**src/rtl/board_history_stack.sv**
```systemverilog
// Undo-stack controller for the board-state BRAM: pushes packed board snapshots
// and pops them back through the BRAM's one-cycle registered read port.
module board_history_stack #(
    parameter int MEM_SIZE   = 256,
    parameter int DEPTH_LOG2 = 4,
    parameter bit WRAP       = 1'b0
) (
    input  logic                  clk,
    input  logic                  reset,
    input  logic                  push,
    input  logic                  pop,
    input  logic                  clear,
    input  logic [MEM_SIZE-1:0]   board_in,
    output logic [MEM_SIZE-1:0]   board_out,
    output logic                  board_valid,
    output logic                  busy,
    output logic [DEPTH_LOG2:0]   depth,
    output logic                  empty,
    output logic                  full,
    output logic                  err,
    output logic                  mem_we,
    output logic [DEPTH_LOG2-1:0] mem_addr,
    output logic [MEM_SIZE-1:0]   mem_din,
    input  logic [MEM_SIZE-1:0]   mem_dout
);

    typedef enum logic [1:0] {IDLE, RD_ADDR, RD_DATA, DONE} state_t;

    localparam logic [DEPTH_LOG2-1:0] PTR_ONE   = 1;
    localparam logic [DEPTH_LOG2:0]   DEPTH_ONE = 1;
    localparam logic [DEPTH_LOG2:0]   CAPACITY  = {1'b1, {DEPTH_LOG2{1'b0}}};

    state_t                state_q;
    logic [DEPTH_LOG2-1:0] top_q;
    logic [DEPTH_LOG2-1:0] base_q;
    logic [DEPTH_LOG2:0]   depth_q;
    logic [DEPTH_LOG2-1:0] addr_q;
    logic [MEM_SIZE-1:0]   din_q;
    logic [MEM_SIZE-1:0]   board_out_q;
    logic                  we_q;
    logic                  valid_q;
    logic                  err_q;
    logic                  is_full;
    logic                  is_empty;

    assign is_full  = (depth_q == CAPACITY);
    assign is_empty = (depth_q == '0);

    // Pulses (we/err/valid) default low every cycle; only IDLE accepts requests.
    always_ff @(posedge clk or posedge reset) begin
        if (reset) begin
            state_q     <= IDLE;
            top_q       <= '0;
            base_q      <= '0;
            depth_q     <= '0;
            addr_q      <= '0;
            din_q       <= '0;
            board_out_q <= '0;
            we_q        <= 1'b0;
            valid_q     <= 1'b0;
            err_q       <= 1'b0;
        end else begin
            we_q    <= 1'b0;
            valid_q <= 1'b0;
            err_q   <= 1'b0;
            case (state_q)
                IDLE: begin
                    if (clear) begin
                        depth_q <= '0;
                        base_q  <= top_q;
                    end else if (push) begin
                        if (!is_full || WRAP) begin
                            we_q   <= 1'b1;
                            addr_q <= top_q;
                            din_q  <= board_in;
                            top_q  <= top_q + PTR_ONE;
                            // A full circular stack drops its oldest entry instead of growing.
                            if (is_full) begin
                                base_q <= base_q + PTR_ONE;
                            end else begin
                                depth_q <= depth_q + DEPTH_ONE;
                            end
                        end else begin
                            err_q <= 1'b1;
                        end
                    end else if (pop) begin
                        if (is_empty) begin
                            err_q <= 1'b1;
                        end else begin
                            top_q   <= top_q - PTR_ONE;
                            depth_q <= depth_q - DEPTH_ONE;
                            addr_q  <= top_q - PTR_ONE;
                            state_q <= RD_ADDR;
                        end
                    end
                end
                RD_ADDR: state_q <= RD_DATA;
                RD_DATA: begin
                    board_out_q <= mem_dout;
                    valid_q     <= 1'b1;
                    state_q     <= DONE;
                end
                DONE:    state_q <= IDLE;
                default: state_q <= IDLE;
            endcase
        end
    end

    assign board_out   = board_out_q;
    assign board_valid = valid_q;
    assign busy        = (state_q != IDLE);
    assign depth       = depth_q;
    assign empty       = is_empty;
    assign full        = is_full;
    assign err         = err_q;
    assign mem_we      = we_q;
    assign mem_addr    = addr_q;
    assign mem_din     = din_q;

endmodule

```
**config.mk**
```make
export PLATFORM = sky130hd
export DESIGN_NAME = board_history_stack
export DESIGN_NICKNAME = d
export VERILOG_FILES = /design/src/rtl/board_history_stack.sv
export SDC_FILE = /design/constraint.sdc
export NUM_CORES = 1
export LEC_CHECK = 0
export ABC_AREA = 1
export CAP_MARGIN = 20
export CORE_AREA = 2 2 412 414
export CTS_CLUSTER_DIAMETER = 30
export DETAILED_ROUTE_END_ITERATION = 7
export DIE_AREA = 0 0 414 416
export PLACE_DENSITY = 0.3
export SYNTH_ARGS = -nofsm -noshare
export SYNTH_HDL_FRONTEND = slang
export SYNTH_SLANG_ARGS = --single-unit
```
**constraint.sdc**
```tcl
create_clock -name clk -period 21.6 [get_ports clk]
set_input_delay 4.32 -clock clk [delete_from_list [all_inputs] [get_ports clk]]
set_output_delay 4.32 -clock clk [all_outputs]
set_load 0.01 [all_outputs]
```
Word level (Yosys, flattened, before mapping) --
Cells that the tools add are included.
Storage, ports and cells: output and inout bits 527, logic and storage cells 63, register bits 530
Operators by class: reductions and logical operators 9, multiplexer cells 27, equality and inequality tests 12, $add $sub $neg 4, bitwise operators 2
Operator list (number):
- 2-to-1 mux 5 bit | 5
- 2-to-1 mux 4 bit | 6
- inequality test 2 bit, second input constant | 6
- AND reduction 4 bit | 3
- 2-to-1 mux 1 bit | 11
- 2-to-1 mux 2 bit | 4
- case mux 2 bit (4 select lines) | 1
- inequality test 3 bit, second input constant | 2
- adder 5 x 1 -> 5 bit, second input constant | 1
- == test 5 bit, second input constant | 1
- zero test 5 bit | 1
- AND reduction 5 bit | 1
- subtractor 5 x 1 -> 5 bit, second input constant | 1
- adder 4 x 1 -> 4 bit, second input constant | 1
- == test 2 bit, second input constant | 2
- nonzero test 2 bit | 2
- subtractor 4 x 1 -> 4 bit, second input constant | 1
- nonzero test 3 bit | 1
- == test 2 x 1 -> 1 bit, second input constant | 1
- zero test 2 bit | 1
- NOT 1 bit | 2

Logic depth before layout (Yosys ltp) --
Gate-level depths: netlist of the first run.
word-level depth 6, depth in mapped cells 10, gate-level depth less buffers 9

Worst setup path after synthesis of the first run --
OpenSTA, ideal clock, no wires.
path type input port to flip-flop, start input push, end register depth_q[4] (netlist: depth[4]), required time 21483 ps, data arrival time 5169 ps, cell stages on the path 8, slack 16314 ps, buffers on the path 0, library setup time 117 ps, path through inv_2 -> fa_1 -> inv_1 -> nor2_1 -> nor2_1 -> nand2_1 -> nand3_1 -> nand2_1
Between the ends: cells in the longest elaborated chain, start to end 2, elaborated cells between the ends (all ways) 6, those cells by class eq/ne: 2; mux: 2; reduce/logical: 2
RTL lines:
- start, declared | line 10 | input logic push,
- inequality test 3 bit (no source line), or another cell as far along
- AND reduction 4 bit (no source line) or 2-to-1 mux 5 bit (tied branches)
- end signal, assigned | line 81 | depth_q <= depth_q + DEPTH_ONE;
- end signal, assigned | line 91 | depth_q <= depth_q - DEPTH_ONE;
- end, declared | line 36 | logic [DEPTH_LOG2:0] depth_q;
Parallel ways exist; a longest one is shown, timed or not. A chain may end at the register's enable or synchronous reset.

Final worst setup path of the first run --
start input push, end register din_q[28] (netlist: mem_din[28])
Between the ends: cells in the longest elaborated chain, start to end 1
RTL lines:
- AND reduction 4 bit (no source line)
- end signal, assigned | line 75 | din_q <= board_in;
- end, declared | line 38 | logic [MEM_SIZE-1:0] din_q;
Every way passes these cells.

==> flow_results.xml, run 1 <==
<?xml version="1.0" encoding="UTF-8"?>
<metrics>
  <group name="grt">
    <metric name="grtUsageMet3" unit="%">6.85</metric>
    <metric name="global_routing_usage_on_met2" unit="%">21.6</metric>
    <metric name="met1_track_utilization_from_global_routing" unit="%">13.1</metric>
    <metric name="grt_use_total" unit="%">12.5</metric>
    <metric name="grt_first_pass_wirelength" unit="mm">157</metric>
    <metric name="grt_antenna_before_repair" unit="">31</metric>
    <metric name="grt_pass1_vias" unit="">21400</metric>
    <metric name="global_route.overflow_total" unit="">0</metric>
    <metric name="grt_start_max_net_pins" unit="">131</metric>
    <metric name="gr-max-usage-layer" unit="">met2</metric>
  </group>
  <group name="die">
    <metric name="fp-row-count" unit="">151</metric>
    <metric name="dieArea" unit="mm2">0.172</metric>
    <metric name="die_w" unit="um">414</metric>
    <metric name="core-area" unit="mm2">0.168</metric>
    <metric name="initial_core_utilization" unit="%">12.1</metric>
    <metric name="die_height" unit="um">416</metric>
    <metric name="io_pins" unit="">1044</metric>
  </group>
  <group name="routing">
    <metric name="route.antenna.remaining_nets" unit="">0</metric>
    <metric name="detail_route.iter0.violations" unit="">772</metric>
    <metric name="vias_per_cell" unit="">3.35</metric>
    <metric name="wirelength" unit="mm">109</metric>
    <metric name="avgRoutedWirePerCell" unit="um">18.7</metric>
    <metric name="first_pass_iters" unit="">5</metric>
    <metric name="drc" unit="">0</metric>
    <metric name="routed-via-count" unit="">19600</metric>
  </group>
  <group name="timing">
    <metric name="pnr_worst_setup_slack" unit="ns">13.83</metric>
    <metric name="rsz_0062_raised_after_global_routing" unit="">no</metric>
    <metric name="tns" unit="ns">0</metric>
    <metric name="max_clock_freq" unit="MHz">129</metric>
    <metric name="timing.clock.skew" unit="ns">0.0569</metric>
    <metric name="max_slew_margin" unit="%">24.9</metric>
    <metric name="period_share" unit="%">36.0</metric>
    <metric name="final_max_slew_viol_count" unit="">0</metric>
    <metric name="final.min_clock_period" unit="ns">7.77</metric>
    <metric name="tightest_slew" unit="ns">1.13</metric>
    <metric name="setup_violations" unit="">0</metric>
    <metric name="final.hold.worst_slack" unit="ns">0.462</metric>
    <metric name="final-hold-violation-count" unit="">0</metric>
  </group>
  <group name="power">
    <metric name="power_per_cell_area" unit="mW/mm2">173</metric>
    <metric name="netSwitchingPower" unit="uW">2320</metric>
    <metric name="intPower" unit="uW">4630</metric>
    <metric name="power.switching_fraction" unit="%">33.4</metric>
    <metric name="power.ir.vdd_worst" unit="mV">0.0752</metric>
    <metric name="comb_power_share" unit="%">33.5</metric>
    <metric name="power.share.sequential" unit="%">25.1</metric>
    <metric name="power_frac_clock" unit="%">41.4</metric>
    <metric name="leakage_power" unit="uW">0.0189</metric>
  </group>
  <group name="worst_setup_path">
    <metric name="worst-path-max-fanout" unit="">71</metric>
    <metric name="r2r_start" unit="">state_q[1]</metric>
    <metric name="timing.rr.end" unit="">mem_din[28]</metric>
    <metric name="crit_path_end_kind" unit="">flop</metric>
    <metric name="max_stage_delay" unit="ns">0.78</metric>
    <metric name="cell_family_with_the_largest_share_of_critical_path_delay" unit="">buffers and inverters</metric>
    <metric name="critPathMostFrequentCell" unit="">sky130_fd_sc_hd__buf_4</metric>
    <metric name="crit_chain" unit="">clkdlybuf4s50_1, inv_2, nor3_2, nand2_8, buf_4, buf_4, buf_4, nand2_1, nand2_1</metric>
    <metric name="critPathSlowestCell" unit="">sky130_fd_sc_hd__buf_4</metric>
    <metric name="setup.worst_path.start_class" unit="">input pin</metric>
    <metric name="regToRegSetupSlack" unit="ns">17.46</metric>
    <metric name="logic_depth_of_the_worst_register_to_register_path" unit="">10</metric>
    <metric name="critical_path_buf_inv_count" unit="">5</metric>
    <metric name="worst_ep_arrival_time" unit="ns">8.50</metric>
    <metric name="wp_data_required" unit="ns">22.33</metric>
    <metric name="crit_type" unit="">input pin to flop</metric>
  </group>
  <group name="logic_synthesis">
    <metric name="synthesis.area" unit="mm2">0.0204</metric>
    <metric name="ys.warnings.count" unit="">0</metric>
    <metric name="syn-num-nets" unit="">2849</metric>
    <metric name="yosysUniqueCellTypes" unit="">24</metric>
    <metric name="syn_inst" unit="">2321</metric>
    <metric name="postSynthAreaPerCell" unit="um2">8.80</metric>
    <metric name="seq_area_frac_synth" unit="%">65.0</metric>
    <metric name="postSynthRegisterBits" unit="">530</metric>
  </group>
  <group name="cts">
    <metric name="clkSlewWorstSetupHoldPaths" unit="ns">0.04</metric>
    <metric name="insertion_delay" unit="ns">0.81</metric>
    <metric name="tritoncts_clock_tree" unit="">built</metric>
    <metric name="clock_path_buffers" unit="">3</metric>
    <metric name="cts.htree.levels" unit="">4</metric>
    <metric name="cts_resized" unit="">0</metric>
    <metric name="cts-buffers-inserted" unit="">198</metric>
    <metric name="postCtsSetupRepairBufs" unit="">0</metric>
    <metric name="cts-hold-fix-buffers" unit="">0</metric>
    <metric name="clock-root-buffer" unit="">sky130_fd_sc_hd__clkbuf_16</metric>
    <metric name="clock-sinks" unit="">530</metric>
  </group>
  <group name="placed_design">
    <metric name="placed_cells" unit="">5485</metric>
    <metric name="routabilityCongestion" unit="">0.753</metric>
    <metric name="post-place-ws" unit="ns">12.76</metric>
    <metric name="buffer_ports.inserted" unit="">1043</metric>
    <metric name="post-dp-hpwl" unit="mm">79.4</metric>
    <metric name="postPlaceCellArea" unit="mm2">0.0331</metric>
  </group>
  <group name="min_path">
    <metric name="min_to" unit="">board_out[152]</metric>
    <metric name="min-delay-path-class" unit="">flop to flop</metric>
    <metric name="hold_depth" unit="">2</metric>
    <metric name="timing.hold.worst.start" unit="">board_out[152]</metric>
  </group>
  <group name="cells_and_area">
    <metric name="area_added_between_synthesis_and_finish" unit="%">96.6</metric>
    <metric name="final_layout_size_suffix_gt1_share" unit="%">10.1</metric>
    <metric name="nets" unit="">3995</metric>
    <metric name="seqCellArea" unit="mm2">0.0133</metric>
    <metric name="fin_cells" unit="">5855</metric>
    <metric name="final.fill_count" unit="">18300</metric>
    <metric name="final_design_area_no_fill" unit="mm2">0.0401</metric>
    <metric name="footprint_of_the_multi_input_gates" unit="mm2">0.00641</metric>
  </group>
  <group name="status">
    <metric name="status" unit="">complete, no violations</metric>
  </group>
  <group name="run">
    <metric name="maxCapViolCount" unit="">0</metric>
  </group>
</metrics>
-- cell families (layout without fill, tap and decap cells) --
family,Yosys count,after routing,share of synthesized area (%)
adders and majority gates,11,11,0.711
xor gates and xnor gates,1,1,0.0429
other,0,4,0
and+or+nand+nor,1627,1627,30.2
DFF,530,530,65.0
buffers and inverters,139,1451,3.72
AOI/OAI and AO/OA,13,13,0.349
-- cells in the final DEF, fill, tap and decap left out, types with 12 or more instances in the layout --
cell type,instances
sky130_fd_sc_hd__clkbuf_1,33
sky130_fd_sc_hd__buf_4,19
sky130_fd_sc_hd__nor2_1,12
sky130_fd_sc_hd__clkbuf_16,198
sky130_fd_sc_hd__bufinv_16,13
sky130_fd_sc_hd__dfrtp_1,530
sky130_fd_sc_hd__clkdlybuf4s50_1,1043
sky130_fd_sc_hd__clkinv_2,40
sky130_fd_sc_hd__nand3_1,12
sky130_fd_sc_hd__nand2_1,1591
sky130_fd_sc_hd__inv_1,18
sky130_fd_sc_hd__clkbuf_8,67
-- worst min-delay path, cell delays in order, from the launching register on --
cell and delay [ns]:
sky130_fd_sc_hd__dfrtp_1 0.33, sky130_fd_sc_hd__nand2_1 0.05, sky130_fd_sc_hd__nand2_1 0.04
-- metal layers --
metal / up-vias / part of all wire [%]
met5: - / 0.050
met4: 8 / 2.1
met3: 197 / 11
met2: 801 / 50
met1: 9254 / 37
li1: 9378 / -
-- Yosys cell counts, drive strengths merged --
cell	instances	area, um2
nand2	1592	5980
dfrtp	530	13300
buf	62	470
clkbuf	54	203
inv	23	86.3
nor2	16	75.1
nand3	12	60.1
ha	10	125
o21ai	9	45.0
a21oi	3	15.0
nand4	3	18.8
or2	2	12.5
fa	1	20.0
nand3b	1	7.51
nor3	1	10.0
o2111a	1	11.3
xnor2	1	8.76
-- registers in the layout (all words and copies together), names as in the netlist --
signal,count
top_q,4
board_valid,1
mem_we,1
state_q,2
mem_addr,4
mem_din,256
board_out,256
depth,5
err,1
-- area by class of cell --
type                            instances  share of cell area, %
Clock inverter                         68                   2.43
Inverter                               23                  0.271
Tap cell                             2218                   6.92
Sequential cell                       530                   33.0
Multi-Input combinational cell       1652                   16.0
Timing Repair Buffer                 1062                   26.4
Antenna cell                            4                 0.0249
Clock buffer                          298                   15.0
-- power groups by stage --
stage | Clock [uW] | Sequential [uW] | Combinational (uW)
floorplan | 0 | 1940 | 707
global placement | 0 | 1760 | 2410
detailed placement | 0 | 1750 | 2400
CTS | 2950 | 1760 | 2410
global route | 3020 | 1810 | 2580
finish | 2880 | 1750 | 2330
-- metrics by stage --
stage	total power (uW)	utilization (%)
after floorplan	2640	-
after global placement	4170	19.7
after detailed placement	4150	19.7
after CTS	7110	23.9
after global routing	7410	23.9
final	6960	23.9
-- worst max-delay path by stage --
stage	startpoint	end	slack, ns	depth (start not counted)
2_1_floorplan	reset	board_out[0]	2.47	1
3_3_place_gp	reset	board_out[171]	12.75	6
3_5_place_dp	reset	board_out[171]	12.76	6
4_1_cts	reset	mem_din[135]	13.63	6
5_1_grt	reset	mem_din[130]	13.28	6
6_report	push	mem_din[28]	13.83	9
No activity file was read; power rests on OpenSTA's default activity.
==> inputs of run 2 (changes only) <==
Clock period 21.6 ns to 8 ns, I/O delays scaled along.
==> run 2 against run 1 <==
Compared with the run above:
- sequential share of layout area up 0.13 points
- combinational power rose to 2.7 times the previous value
- via count down 0.14%
- final cell count up 0.15%
- count of clock-buffer cells in the layout up 21
- die area unchanged
- worst setup slack worse by 9.8 ns
- global-route usage about the same
- sequential power rose to 2.7 times the previous value
- clock skew down 0.0060 ns
- power rose to 2.7 times the previous value
- critical endpoint is now busy
==> flow_results.xml, run 2 (synthesized netlist as in run 1, its figures left out) <==
<?xml version="1.0" encoding="UTF-8"?>
<metrics>
  <group name="cts">
    <metric name="insertion_delay" unit="ns">0.83</metric>
    <metric name="clock-root-buffer" unit="">sky130_fd_sc_hd__clkbuf_16</metric>
    <metric name="cts_resized" unit="">0</metric>
    <metric name="cts.htree.levels" unit="">4</metric>
    <metric name="tritoncts_clock_tree" unit="">built</metric>
    <metric name="clock_path_buffers" unit="">3</metric>
    <metric name="cts-buffers-inserted" unit="">199</metric>
    <metric name="postCtsSetupRepairBufs" unit="">0</metric>
    <metric name="clkSlewWorstSetupHoldPaths" unit="ns">0.04</metric>
    <metric name="clock-sinks" unit="">530</metric>
    <metric name="cts-hold-fix-buffers" unit="">0</metric>
  </group>
  <group name="die">
    <metric name="dieArea" unit="mm2">0.172</metric>
    <metric name="die_height" unit="um">416</metric>
    <metric name="die_w" unit="um">414</metric>
    <metric name="initial_core_utilization" unit="%">12.1</metric>
    <metric name="fp-row-count" unit="">151</metric>
    <metric name="io_pins" unit="">1044</metric>
    <metric name="core-area" unit="mm2">0.168</metric>
  </group>
  <group name="cells_and_area">
    <metric name="footprint_of_the_multi_input_gates" unit="mm2">0.00641</metric>
    <metric name="final_layout_size_suffix_gt1_share" unit="%">9.73</metric>
    <metric name="final_design_area_no_fill" unit="mm2">0.0400</metric>
    <metric name="seqCellArea" unit="mm2">0.0133</metric>
    <metric name="mostFrequentLayoutCell" unit="">sky130_fd_sc_hd__nand2_1</metric>
    <metric name="final.fill_count" unit="">18300</metric>
    <metric name="nets" unit="">3998</metric>
    <metric name="layout_common_cells" unit="">sky130_fd_sc_hd__nand2_1, sky130_fd_sc_hd__clkdlybuf4s50_1, sky130_fd_sc_hd__dfrtp_1, sky130_fd_sc_hd__clkbuf_16, sky130_fd_sc_hd__clkbuf_8</metric>
    <metric name="area_added_between_synthesis_and_finish" unit="%">95.8</metric>
    <metric name="fin_cells" unit="">5864</metric>
  </group>
  <group name="timing">
    <metric name="max_slew_margin" unit="%">27.7</metric>
    <metric name="setup_violations" unit="">0</metric>
    <metric name="timing.clock.skew" unit="ns">0.0509</metric>
    <metric name="rsz_0062_raised_after_global_routing" unit="">no</metric>
    <metric name="period_share" unit="%">49.1</metric>
    <metric name="final.min_clock_period" unit="ns">3.92</metric>
    <metric name="final_max_slew_viol_count" unit="">0</metric>
    <metric name="final-hold-violation-count" unit="">0</metric>
    <metric name="tightest_slew" unit="ns">1.08</metric>
    <metric name="max_clock_freq" unit="MHz">255</metric>
  </group>
  <group name="grt">
    <metric name="global_route.overflow_total" unit="">0</metric>
    <metric name="grt_use_total" unit="%">12.6</metric>
    <metric name="grt_antenna_before_repair" unit="">27</metric>
    <metric name="grt_start_max_net_pins" unit="">166</metric>
    <metric name="grt_pass1_vias" unit="">21100</metric>
    <metric name="grt_first_pass_wirelength" unit="mm">156</metric>
  </group>
  <group name="placed_design">
    <metric name="placed_cells" unit="">5487</metric>
    <metric name="post-dp-hpwl" unit="mm">80.2</metric>
    <metric name="buffer_ports.inserted" unit="">1043</metric>
    <metric name="postPlaceCellArea" unit="mm2">0.0332</metric>
    <metric name="routabilityCongestion" unit="">0.758</metric>
  </group>
  <group name="routing">
    <metric name="vias_per_cell" unit="">3.34</metric>
    <metric name="route.antenna.remaining_nets" unit="">0</metric>
    <metric name="detail_route.iter0.violations" unit="">828</metric>
    <metric name="first_pass_iters" unit="">4</metric>
    <metric name="avgRoutedWirePerCell" unit="um">18.8</metric>
    <metric name="routed-via-count" unit="">19600</metric>
    <metric name="wirelength" unit="mm">110</metric>
    <metric name="drc" unit="">0</metric>
  </group>
  <group name="worst_setup_path">
    <metric name="logic_depth_of_the_worst_register_to_register_path" unit="">9</metric>
    <metric name="crit_path_end_kind" unit="">primary output</metric>
    <metric name="worst-path-max-fanout" unit="">4</metric>
    <metric name="worst_ep_arrival_time" unit="ns">2.32</metric>
    <metric name="setup.worst_path.start_class" unit="">flop</metric>
    <metric name="timing.rr.end" unit="">mem_din[46]</metric>
    <metric name="crit_type" unit="">flop to primary output</metric>
    <metric name="r2r_start" unit="">state_q[0]</metric>
    <metric name="regToRegSetupSlack" unit="ns">4.98</metric>
    <metric name="wp_data_required" unit="ns">6.40</metric>
  </group>
  <group name="run">
    <metric name="maxCapViolCount" unit="">0</metric>
  </group>
  <group name="power">
    <metric name="power_per_cell_area" unit="mW/mm2">462</metric>
    <metric name="power.total" unit="uW">18500</metric>
    <metric name="leakage_power" unit="uW">0.0188</metric>
    <metric name="power.ir.vdd_worst" unit="mV">0.222</metric>
  </group>
  <group name="min_path">
    <metric name="min-delay-path-class" unit="">flop to flop</metric>
    <metric name="hold_depth" unit="">2</metric>
    <metric name="min_to" unit="">board_out[110]</metric>
    <metric name="timing.hold.worst.start" unit="">board_out[110]</metric>
  </group>
  <group name="status">
    <metric name="status" unit="">complete, no violations</metric>
  </group>
</metrics>
[run 2: final cells by class]
class,instances,share of cell area (%)
well taps,2218,6.94
inverters,23,0.263
clock buffers,319,15.3
repair buffers,1064,26.7
multi-input cells,1652,16.0
flip-flops and latches,530,33.2
clock inverters,51,1.51
diodes,7,0.0438
[run 2: per-stage QoR]
stage | hold slack [ns] | TNS (ns) | setup WS [ns] | util, %
6_report | 0.462 | 0 | 4.08 | 23.8
5_1_grt | 0.485 | 0 | 3.77 | 23.8
4_1_cts | 0.467 | 0 | 3.93 | 23.8
3_5_place_dp | 0.458 | 0 | 3.10 | 19.8
3_3_place_gp | 0.452 | 0 | 3.13 | 19.8
2_1_floorplan | 0.476 | -426.17 | -0.804 | -
[run 2: layer usage]
metal  wire length, um  part of all wire, %  global-route usage [%]
met3             12300                   11                    6.97
met1             39600                   36                    12.6
met2             54600                   50                    21.3
met5                50                0.045                       0
met4              3430                  3.1                    5.64
[run 2: power breakdown]
group | total [uW] | internal [uW] | switching [uW]
Combinational | 6310 | 3020 | 3290
Sequential | 4710 | 3970 | 736
Clock | 7460 | 5250 | 2200
Total | 18500 | 12200 | 6230
[run 2: critical path: stages, from the launching register on]
cell                              delay (ns)
sky130_fd_sc_hd__dfrtp_1                0.35
sky130_fd_sc_hd__inv_1                  0.10
sky130_fd_sc_hd__ha_1                   0.25
sky130_fd_sc_hd__inv_1                  0.20
sky130_fd_sc_hd__clkdlybuf4s50_1        0.63
[run 2: worst max path at each step]
stage	slack [ns]	depth (start not counted)	from	endpoint
after CTS	3.93	4	state_q[0]	busy
after floorplan	-0.80	1	reset	board_out[0]
after global placement	3.13	8	push	mem_din[82]
final	4.08	4	state_q[0]	busy
after detailed placement	3.10	8	push	mem_din[136]
after global routing	3.77	8	push	mem_din[153]
